File: src/rtl/ram_loader_ctrl.sv
// Program-load sequencer: while prog_en is high it freezes the CPU and writes host bytes
// into RAM addresses 0..15 via the shared bus, MAR/data strobes and a write pulse.
module ram_loader_ctrl #(
    parameter int ADDR_W = 4
) (
    input  logic              clk,
    input  logic              rst_n,
    input  logic              prog_en,
    input  logic [7:0]        in_data,
    input  logic              in_valid,
    output logic              in_ready,
    output logic [7:0]        bus_out,
    output logic              bus_oe,
    output logic              n_load_addr,
    output logic              n_load_data,
    output logic              ram_we,
    output logic              cpu_run,
    output logic              cpu_rst_n,
    output logic [ADDR_W:0]   words_loaded,
    output logic              load_done
);

    localparam int              DEPTH    = 1 << ADDR_W;
    localparam logic [ADDR_W:0] FULL_CNT = (ADDR_W + 1)'(DEPTH);
    localparam logic [ADDR_W:0] LAST_CNT = (ADDR_W + 1)'(DEPTH - 1);

    // Handshake: a byte transfers on the rising edge where in_valid and in_ready
    // are both high; in_ready is high only in S_WAIT, so nothing is buffered.
    typedef enum logic [2:0] {
        S_IDLE,
        S_WAIT,
        S_ADDR,
        S_DATA,
        S_WRITE,
        S_FULL,
        S_RESTART,
        S_RUN
    } state_t;

    state_t            state;
    state_t            state_nx;
    logic [ADDR_W-1:0] addr;
    logic [ADDR_W-1:0] addr_nx;
    logic [7:0]        byte_q;
    logic [7:0]        byte_nx;
    logic [ADDR_W:0]   count_nx;

    always_ff @(posedge clk) begin
        if (!rst_n) begin
            state        <= S_IDLE;
            addr         <= '0;
            byte_q       <= '0;
            words_loaded <= '0;
        end else begin
            state        <= state_nx;
            addr         <= addr_nx;
            byte_q       <= byte_nx;
            words_loaded <= count_nx;
        end
    end

    always_comb begin
        state_nx = state;
        addr_nx  = addr;
        byte_nx  = byte_q;
        count_nx = words_loaded;
        case (state)
            S_IDLE: begin
                if (prog_en) begin
                    state_nx = S_WAIT;
                    addr_nx  = '0;
                    count_nx = '0;
                end else begin
                    state_nx = S_RESTART;
                end
            end
            S_WAIT: begin
                // A byte offered together with prog_en falling is still written.
                if (in_valid) begin
                    byte_nx  = in_data;
                    state_nx = S_ADDR;
                end else if (!prog_en) begin
                    state_nx = S_RESTART;
                end
            end
            S_ADDR:  state_nx = S_DATA;
            S_DATA:  state_nx = S_WRITE;
            S_WRITE: begin
                addr_nx = addr + 1'b1;
                if (words_loaded != FULL_CNT) begin
                    count_nx = words_loaded + 1'b1;
                end
                if (words_loaded == LAST_CNT) begin
                    state_nx = S_FULL;
                end else if (!prog_en) begin
                    state_nx = S_RESTART;
                end else begin
                    state_nx = S_WAIT;
                end
            end
            S_FULL: begin
                if (!prog_en) begin
                    state_nx = S_RESTART;
                end
            end
            S_RESTART: state_nx = S_RUN;
            S_RUN: begin
                if (prog_en) begin
                    state_nx = S_WAIT;
                    addr_nx  = '0;
                    count_nx = '0;
                end
            end
            default: state_nx = S_IDLE;
        endcase
    end

    // S_IDLE is only occupied directly after a reset edge, so holding the CPU in
    // reset there gives cpu_rst_n=0 during reset and exactly one RESTART cycle after.
    always_comb begin
        in_ready    = 1'b0;
        bus_out     = 8'h00;
        bus_oe      = 1'b0;
        n_load_addr = 1'b1;
        n_load_data = 1'b1;
        ram_we      = 1'b0;
        cpu_run     = 1'b0;
        cpu_rst_n   = 1'b1;
        load_done   = 1'b0;
        case (state)
            S_IDLE:  cpu_rst_n = 1'b0;
            S_WAIT:  in_ready  = 1'b1;
            S_ADDR: begin
                bus_oe      = 1'b1;
                bus_out     = 8'(addr);
                n_load_addr = 1'b0;
            end
            S_DATA: begin
                bus_oe      = 1'b1;
                bus_out     = byte_q;
                n_load_data = 1'b0;
            end
            S_WRITE:   ram_we    = 1'b1;
            S_FULL:    load_done = 1'b1;
            S_RESTART: cpu_rst_n = 1'b0;
            S_RUN:     cpu_run   = 1'b1;
            default: ;
        endcase
    end

endmodule

File: config.mk
export PLATFORM = sky130hd
export DESIGN_NAME = ram_loader_ctrl
export DESIGN_NICKNAME = d
export VERILOG_FILES = /design/src/rtl/ram_loader_ctrl.sv
export SDC_FILE = /design/constraint.sdc
export NUM_CORES = 1
export LEC_CHECK = 0
export ABC_AREA = 1
export CAP_MARGIN = 20
export CORE_UTILIZATION = 30
export DETAILED_ROUTE_END_ITERATION = 10
export PLACE_DENSITY = 0.61
export SETUP_SLACK_MARGIN = 0.3
export SYNTH_ARGS = -nofsm -noshare
export SYNTH_HDL_FRONTEND = slang
export SYNTH_SLANG_ARGS = --single-unit
File: constraint.sdc
create_clock -name clk -period 4 [get_ports clk]
set_input_delay 0.8 -clock clk [delete_from_list [all_inputs] [get_ports clk]]
set_output_delay 0.8 -clock clk [all_outputs]
set_load 0.05 [all_outputs]
==> flow_results.org, run 1 <==
** Yosys
- Cell area after synthesis :: 1170 sq um
- In this run the mean area of a mapped cell was 7.03 sq um.
- List of most frequent post-synthesis cells :: sky130_fd_sc_hd__nor2_1, sky130_fd_sc_hd__nand2_1, sky130_fd_sc_hd__dfxtp_1, sky130_fd_sc_hd__inv_1
- Syn nets :: 182
- Cell variety after synth :: 29
- Synth area leaders :: sky130_fd_sc_hd__dfxtp_1, sky130_fd_sc_hd__nor2_1, sky130_fd_sc_hd__nand2_1, sky130_fd_sc_hd__inv_1, sky130_fd_sc_hd__a21oi_1
- Yosys mapped a number of flops with a built-in enable equal to 0.
- Synthesis produced 166 cells.
- Synthesized flop and latch total :: 20
- sky130_fd_sc_hd__dfxtp_1 takes more of the synthesized area than any other cell.
- sky130_fd_sc_hd__nor2_1 is the most common cell in the netlist.
- The most used flip-flop cell after synthesis is sky130_fd_sc_hd__dfxtp_1.
- Post-synth top area share :: 0.343
- Counting flops with an async set or reset pin after synthesis yields a share of 0.
- Sequential element share of the synthesized area :: 0.343
- Yosys warning total :: 0

** Timing
- The number of slew-limit violations in the final report was 0.
- Max Fclk :: 312 MHz
- Clock skew :: 0.00198 ns
- Time the final worst path needs with I/O delays and setup :: 3.21 ns
- Actual transition at the worst max-transition pin :: 0.520 ns
- Setup repair after global routing left no endpoint under its margin.
- Setup slack closes at 0.792 ns.
- Period Utilization, post-route :: 0.802
- Worst-case headroom to the max-slew limit :: 0.652
- Final number of hold-violating endpoints :: 0
- Setup violations remaining at the end of the flow were counted as 0.
- Post-route setup TNS :: 0 ns

** Min path
- Hold worst-path end :: byte_q[7]
- The worst hold path passes through 2 cells.
- The worst hold path belongs to the class flop to flop.
- Start point of the worst min-delay path :: byte_q[7]

** Setup path
- The worst register-to-register path has a setup slack of 2.54 ns.
- The slowest stage of the critical path belongs to the cell sky130_fd_sc_hd__clkdlybuf4s50_1.
- Depth of the most critical reg-to-reg path :: 10
- The cell that appears most often on the critical path is sky130_fd_sc_hd__nor2_1.
- Number of buffers and inverters on the critical path :: 2
- End of the worst register-to-register path :: state[2]
- Worst Setup Start Kind :: flop
- List of cells traversed by the critical path :: nand2_2, nor2_1, inv_1, nor2_1, clkdlybuf4s50_1
- Largest driver fanout on the critical path :: 10
- Endpoint arrival time on the critical path :: 2.41 ns
- STA classifies the critical path endpoint as an output port.
- Broken down by cell family, the worst path's largest delay share belongs to buffers and inverters.
- Data on the critical path is required at its endpoint by 3.20 ns.
- Startpoint of the worst-slack reg-to-reg timing path :: words_loaded[0]
- Category of the critical setup timing path :: flop to output port
- CP max stage delay :: 0.81 ns

** CTS
- The number of clock buffers added by TritonCTS is 3.
- Clock transition at the registers of the reported paths :: 0.07 ns
- CTS tree :: built
- Total setup buffers inserted after CTS :: 0
- Clock latency reported for the late side of the worst-skew pair :: 0.26 ns
- Total number of H-tree levels :: 1
- Once the clock tree was built, the resizer swapped 0 gates to a different size.
- CTS max path bufs :: 2
- CTS Root Cell :: sky130_fd_sc_hd__clkbuf_8
- CTS sink cnt :: 20
- Hold repair after CTS inserted 0 buffers.

** Finish
- With fillers left out, the area of the finished cells amounts to 1570 sq um.
- Post-layout nets :: 216
- Number of fill cells :: 406
- Number of inserted diodes :: 0
- In the final layout, the share of cells above drive strength 1 is 0.121.
- From synthesis to final layout, the design area changed by 34.2%.

** Global routing
- For this run, the total global-route usage over all layers was measured as 0.145.
- Vias in the first global route :: 1046
- Global routing finished with a remaining overflow of 0.
- Initial antenna violation count :: 0
- Entering global routing, the biggest net connects 14 pins.
- The first global-routing pass estimated 4.69 mm of wire.

** Drt
- Number of design-rule violations left by the first detailed-router iteration :: 51
- Drt via density :: 4.61
- After detailed routing, the number of remaining DRC violations is 0.
- The count of nets left with antenna violations once routing finished came out at 0.
- Vias :: 1133
- The first detailed-routing pass took 4 iterations.
- Average wire per cell in the routed design :: 11.1 um
- Aggregate routed wire length :: 2.73 mm

** Place
- Final estimated routing congestion in global placement :: 0.862
- In this run the cell area measured after placement is 1530 sq um.
- Timing analysis after detailed placement gives a worst setup slack of 1.07 ns.
- DPL Wire Length :: 2.03 mm
- Total of buffers placed on input and output ports :: 32

** Die
- For this configuration, the core starts out at a cell density of 0.316.
- The floorplan has 22 rows.
- I/O pins :: 33
- Placeable core area :: 3690 sq um
- Die footprint :: 4140 sq um
- The floorplan step set the die width to 64.4 um.
- From bottom edge to top edge, the die measures 64.4 um.

** Power and ir drop
- Worst supply voltage drop on vdd :: 139 uV
- Total leakage power :: 0.610 nW
- For this design the ratio of total power to cell area is 420 nW/um^2.

** Status
- The run finished with clean final reports.

** Run
- Number of max-cap violations :: 0
[kinds of logic (layout without fill, tap and decap cells)]
kind of cell,Yosys count,after routing,share of synthesized area
buffers and inverters,27,59,0.0986
AOI/OAI and AO/OA,34,34,0.160
and+or+nand+nor,80,80,0.348
DFF,20,20,0.343
xor gates and xnor gates,1,1,0.00750
adders and majority gates,4,4,0.0429
[how the worst max path moves through the flow]
stage | startpoint | end | depth (start not counted)
6_report | state[1] | bus_out[7] | 5
5_1_grt | state[1] | bus_out[5] | 5
4_1_cts | state[1] | bus_out[7] | 5
3_5_place_dp | state[1] | bus_out[5] | 5
3_3_place_gp | state[1] | bus_out[6] | 5
2_1_floorplan | state[1] | bus_out[0] | 5
[registers in the layout, summed over array words and instances (netlist names)]
register,flops
byte_q,8
words_loaded,5
addr,4
state,3
[stage by stage]
| stage | cells | hold slack, ns | power [mW] | util |
|---|---|---|---|---|
| after CTS | 246 | 0.465 | 0.663 | 0.425 |
| after global placement | 243 | 0.448 | 0.528 | 0.414 |
| final | 246 | 0.461 | 0.657 | 0.425 |
| after global routing | 246 | 0.493 | 0.698 | 0.425 |
| after floorplan | 166 | 0.429 | 0.451 | - |
| after detailed placement | 243 | 0.454 | 0.529 | 0.414 |
[worst reg2reg max path: stages (launching register included)]
cell	delay, ns
sky130_fd_sc_hd__dfxtp_1	0.42
sky130_fd_sc_hd__ha_1	0.21
sky130_fd_sc_hd__nand2_1	0.06
sky130_fd_sc_hd__nor2_1	0.11
sky130_fd_sc_hd__ha_1	0.20
sky130_fd_sc_hd__inv_1	0.05
sky130_fd_sc_hd__a21oi_1	0.13
sky130_fd_sc_hd__nor2_1	0.05
sky130_fd_sc_hd__nand3_1	0.07
sky130_fd_sc_hd__nand2_1	0.05
sky130_fd_sc_hd__inv_1	0.06
[report_power, final]
part / total (mW) / switching (mW) / leakage (nW) / internal, mW
registers: 0.248 / 0.0287 / 0.163 / 0.219
logic: 0.276 / 0.185 / 0.426 / 0.0914
clock network: 0.133 / 0.0660 / 0.0216 / 0.0671
total: 0.657 / 0.279 / 0.610 / 0.378
[layout make-up]
type                            instances  area [sq um]  share of cell area
Timing Repair Buffer                   32           320               0.204
Sequential cell                        20           400               0.256
Multi-Input combinational cell        119           652               0.416
Tap cell                               48          60.1              0.0383
Inverter                               24          92.6              0.0591
Clock buffer                            3          41.3              0.0264
[layer usage]
metal | GRT usage | up-vias | wire length, um
met3 | 0.0429 | 4 | 166
met2 | 0.232 | 27 | 1230
met4 | 0.0417 | 0 | 24
met1 | 0.187 | 502 | 1320
met5 | 0 | - | 0
li1 | - | 600 | -
[layout by cell type, fill, tap and decap left out, types with 2 or more instances in the layout]
cell	instances
sky130_fd_sc_hd__nor3_1	2
sky130_fd_sc_hd__o21ai_1	6
sky130_fd_sc_hd__nand3_1	13
sky130_fd_sc_hd__inv_2	3
sky130_fd_sc_hd__ha_1	4
sky130_fd_sc_hd__clkdlybuf4s50_1	32
sky130_fd_sc_hd__a21oi_1	13
sky130_fd_sc_hd__dfxtp_1	20
sky130_fd_sc_hd__nand2_2	7
sky130_fd_sc_hd__o21ai_0	10
sky130_fd_sc_hd__inv_1	20
sky130_fd_sc_hd__nand3_2	2
sky130_fd_sc_hd__clkbuf_8	3
sky130_fd_sc_hd__nor2_1	28
sky130_fd_sc_hd__nand2_1	21
sky130_fd_sc_hd__nand2_4	2
Note: power is estimated with default switching activity, not from simulation.
==> inputs of run 2 (changes only) <==
- clock period: 4 -> 3.2 ns (I/O delays scaled with it)
==> flow_results.org, run 2 (synthesized netlist as in run 1, its figures left out) <==
** Power and ir drop
- For this design the ratio of total power to cell area is 522 nW/um^2.
- Cell internal power dissipation :: 0.473 mW
- Net Switching :: 0.347 mW
- Share of power burned in the clock network :: 0.200
- Total leakage power :: 0.654 nW
- Switching Fraction :: 0.424
- Seq pwr share :: 0.379
- The share of total power dissipated in combinational logic is 0.421.
- Worst supply voltage drop on vdd :: 242 uV

** Finish
- Layout cells sized above 1 :: 0.146
- Leading cell type in the layout, fill and taps excluded :: sky130_fd_sc_hd__nor2_1
- byte_q holds more flip-flops than any other register.
- Post-layout nets :: 216
- Max reg flops :: 8
- Leaving out fill and tap cells, the most frequent cells in the layout are sky130_fd_sc_hd__nor2_1, sky130_fd_sc_hd__clkdlybuf4s50_1, sky130_fd_sc_hd__nand2_1.
- The number of antenna diodes in the final layout is 0.
- The largest registers in the layout are byte_q x8, words_loaded x5, addr x4.
- From synthesis to final layout, the design area changed by 34.6%.

** Die
- In this run the count of I/O pins placed on the die edge is 33.
- Row count :: 22
- Die footprint :: 4140 sq um
- For this configuration, the core starts out at a cell density of 0.316.
- Die boundary width :: 64.4 um
- In this run the standard cell core region covers 3690 sq um.
- From bottom edge to top edge, the die measures 64.4 um.

** Place
- Final estimated routing congestion in global placement :: 0.806
- DPL Wire Length :: 2.03 mm
- In this run the tool buffered the top-level ports with 32 buffer cells.

** Drt
- The first routing iteration left 22 violations.
- Drt via density :: 4.60
- The detail route stage leaves a number of antenna-violating nets equal to 0.
- Aggregate routed wire length :: 2.65 mm
- Average wire per cell in the routed design :: 10.8 um
- Iteration count of the initial detailed-routing pass :: 4
- The final route contains 1132 vias.
- DRC errors left :: 0

** Timing
- Post-route setup TNS :: 0 ns
- Hold timing on the final database bottoms out at a slack of 0.458 ns.
- Final number of hold-violating endpoints :: 0
- Final setup fails :: 0
- Clock skew :: 0.000874 ns
- Worst-case headroom to the max-slew limit :: 0.666
- Period Utilization, post-route :: 0.856
- Max Fclk :: 365 MHz
- The number of slew-limit violations in the final report is 0.
- Actual transition at the worst max-transition pin :: 0.499 ns
- Setup repair after global routing left no endpoint under its margin.
- Time the final worst path needs with I/O delays and setup :: 2.74 ns

** Run
- Number of max-cap violations :: 0

** Setup path
- STA classifies the critical path startpoint as a flop.
- Endpoint arrival time on the critical path :: 2.10 ns
- Traced cell by cell, the critical path runs through nand2_2, nor2_1, inv_1, clkdlybuf4s50_1.
- Data required time at the worst endpoint :: 2.56 ns
- Of all nets on the critical path, the largest fanout is 7.
- Dominant delay contributor by cell family on the critical path :: buffers and inverters
- For this run, the slowest stage of the critical path takes 0.74 ns.
- The worst setup path is captured at an output port.
- Category of the critical setup timing path :: flop to output port
- Among all stages on the critical path, the largest delay is contributed by sky130_fd_sc_hd__clkdlybuf4s50_1.
- Number of buffers and inverters on the critical path :: 2

** Status
- Run status :: completed

** Global routing
- Grt total ovfl :: 0
- Global-route total usage across every layer :: 0.144
- The number of antenna violations at the first check in global routing is 0.
- The first global-routing pass estimated 4.70 mm of wire.
- The number of global-route vias before repair was 1058.
- Largest net degree at the start of global routing :: 14

** CTS
- Clock latency reported for the late side of the worst-skew pair :: 0.25 ns
- After clock tree synthesis, the flow added hold-fix buffers numbering 0.
- The clock drives 20 sinks.
- CTS tree :: built
- Number of buffers created by CTS :: 3
- CTS Root Cell :: sky130_fd_sc_hd__clkbuf_8
- Once the clock tree was built, the setup fixing pass inserted 0 buffers.
- In this run the number of H-tree levels came out at 1.
- Clock transition at the registers of the reported paths :: 0.07 ns
- PostCTS Resize Cnt :: 8
- In this run the deepest clock path goes through 2 buffers.

** Min path
- In this run the worst hold path is classified as flop to flop.
[run 2: area by class of cell]
class                   count  area, sq um
inverters                  24         92.6
fillers                   415         2120
flip-flops and latches     20          402
well taps                  48         60.1
clock buffers               3         41.3
multi-input cells         119          666
repair buffers             32          310
[run 2: power groups by stage]
stage	logic (mW)	clock network [mW]	registers, mW
detailed placement	0.348	0	0.316
global route	0.379	0.185	0.316
CTS	0.348	0.172	0.310
finish	0.345	0.164	0.311
global placement	0.350	0	0.315
floorplan	0.244	0	0.323
[run 2: worst min-delay path: cells and delay by family (launching register included)]
family                 cells  cell delay, ns
flip-flops                 1            0.30
AO/OA/AOI/OAI              1            0.05
buffers and inverters      1            0.06
[run 2: stage by stage]
stage          utilization  instances  power (mW)  cell area (sq um)  setup slack (ns)
2_1_floorplan            -        166       0.568               1180             0.417
3_3_place_gp         0.417        243       0.665               1540             0.462
3_5_place_dp         0.417        243       0.663               1540             0.439
4_1_cts              0.426        246       0.829               1570             0.349
5_1_grt              0.426        246       0.880               1570             0.327
6_report             0.426        246       0.820               1570             0.460
[run 2: layer usage]
layer | wire, um | share of wire | GRT usage
met1 | 1310 | 0.49 | 0.201
met5 | 0 | 0 | 0
met2 | 1180 | 0.45 | 0.216
met3 | 136 | 0.051 | 0.0339
met4 | 24 | 0.0090 | 0.0417
[run 2: final timing paths]
kind / cells after the start / startpoint / slack (ns) / endpoint
setup / recovery: 4 / state[0] / 0.46 / n_load_data
setup reg to reg: 10 / words_loaded[0] / 1.69 / state[2]
hold reg to reg: 2 / byte_q[6] / 0.46 / byte_q[6]
hold / removal: 2 / byte_q[6] / 0.46 / byte_q[6]
==> inputs of run 3 (changes only) <==
- CTS_CLUSTER_DIAMETER: not set -> 150
==> results of run 3 <==
The final DEF is identical to that of run 2; final timing and power are the same.
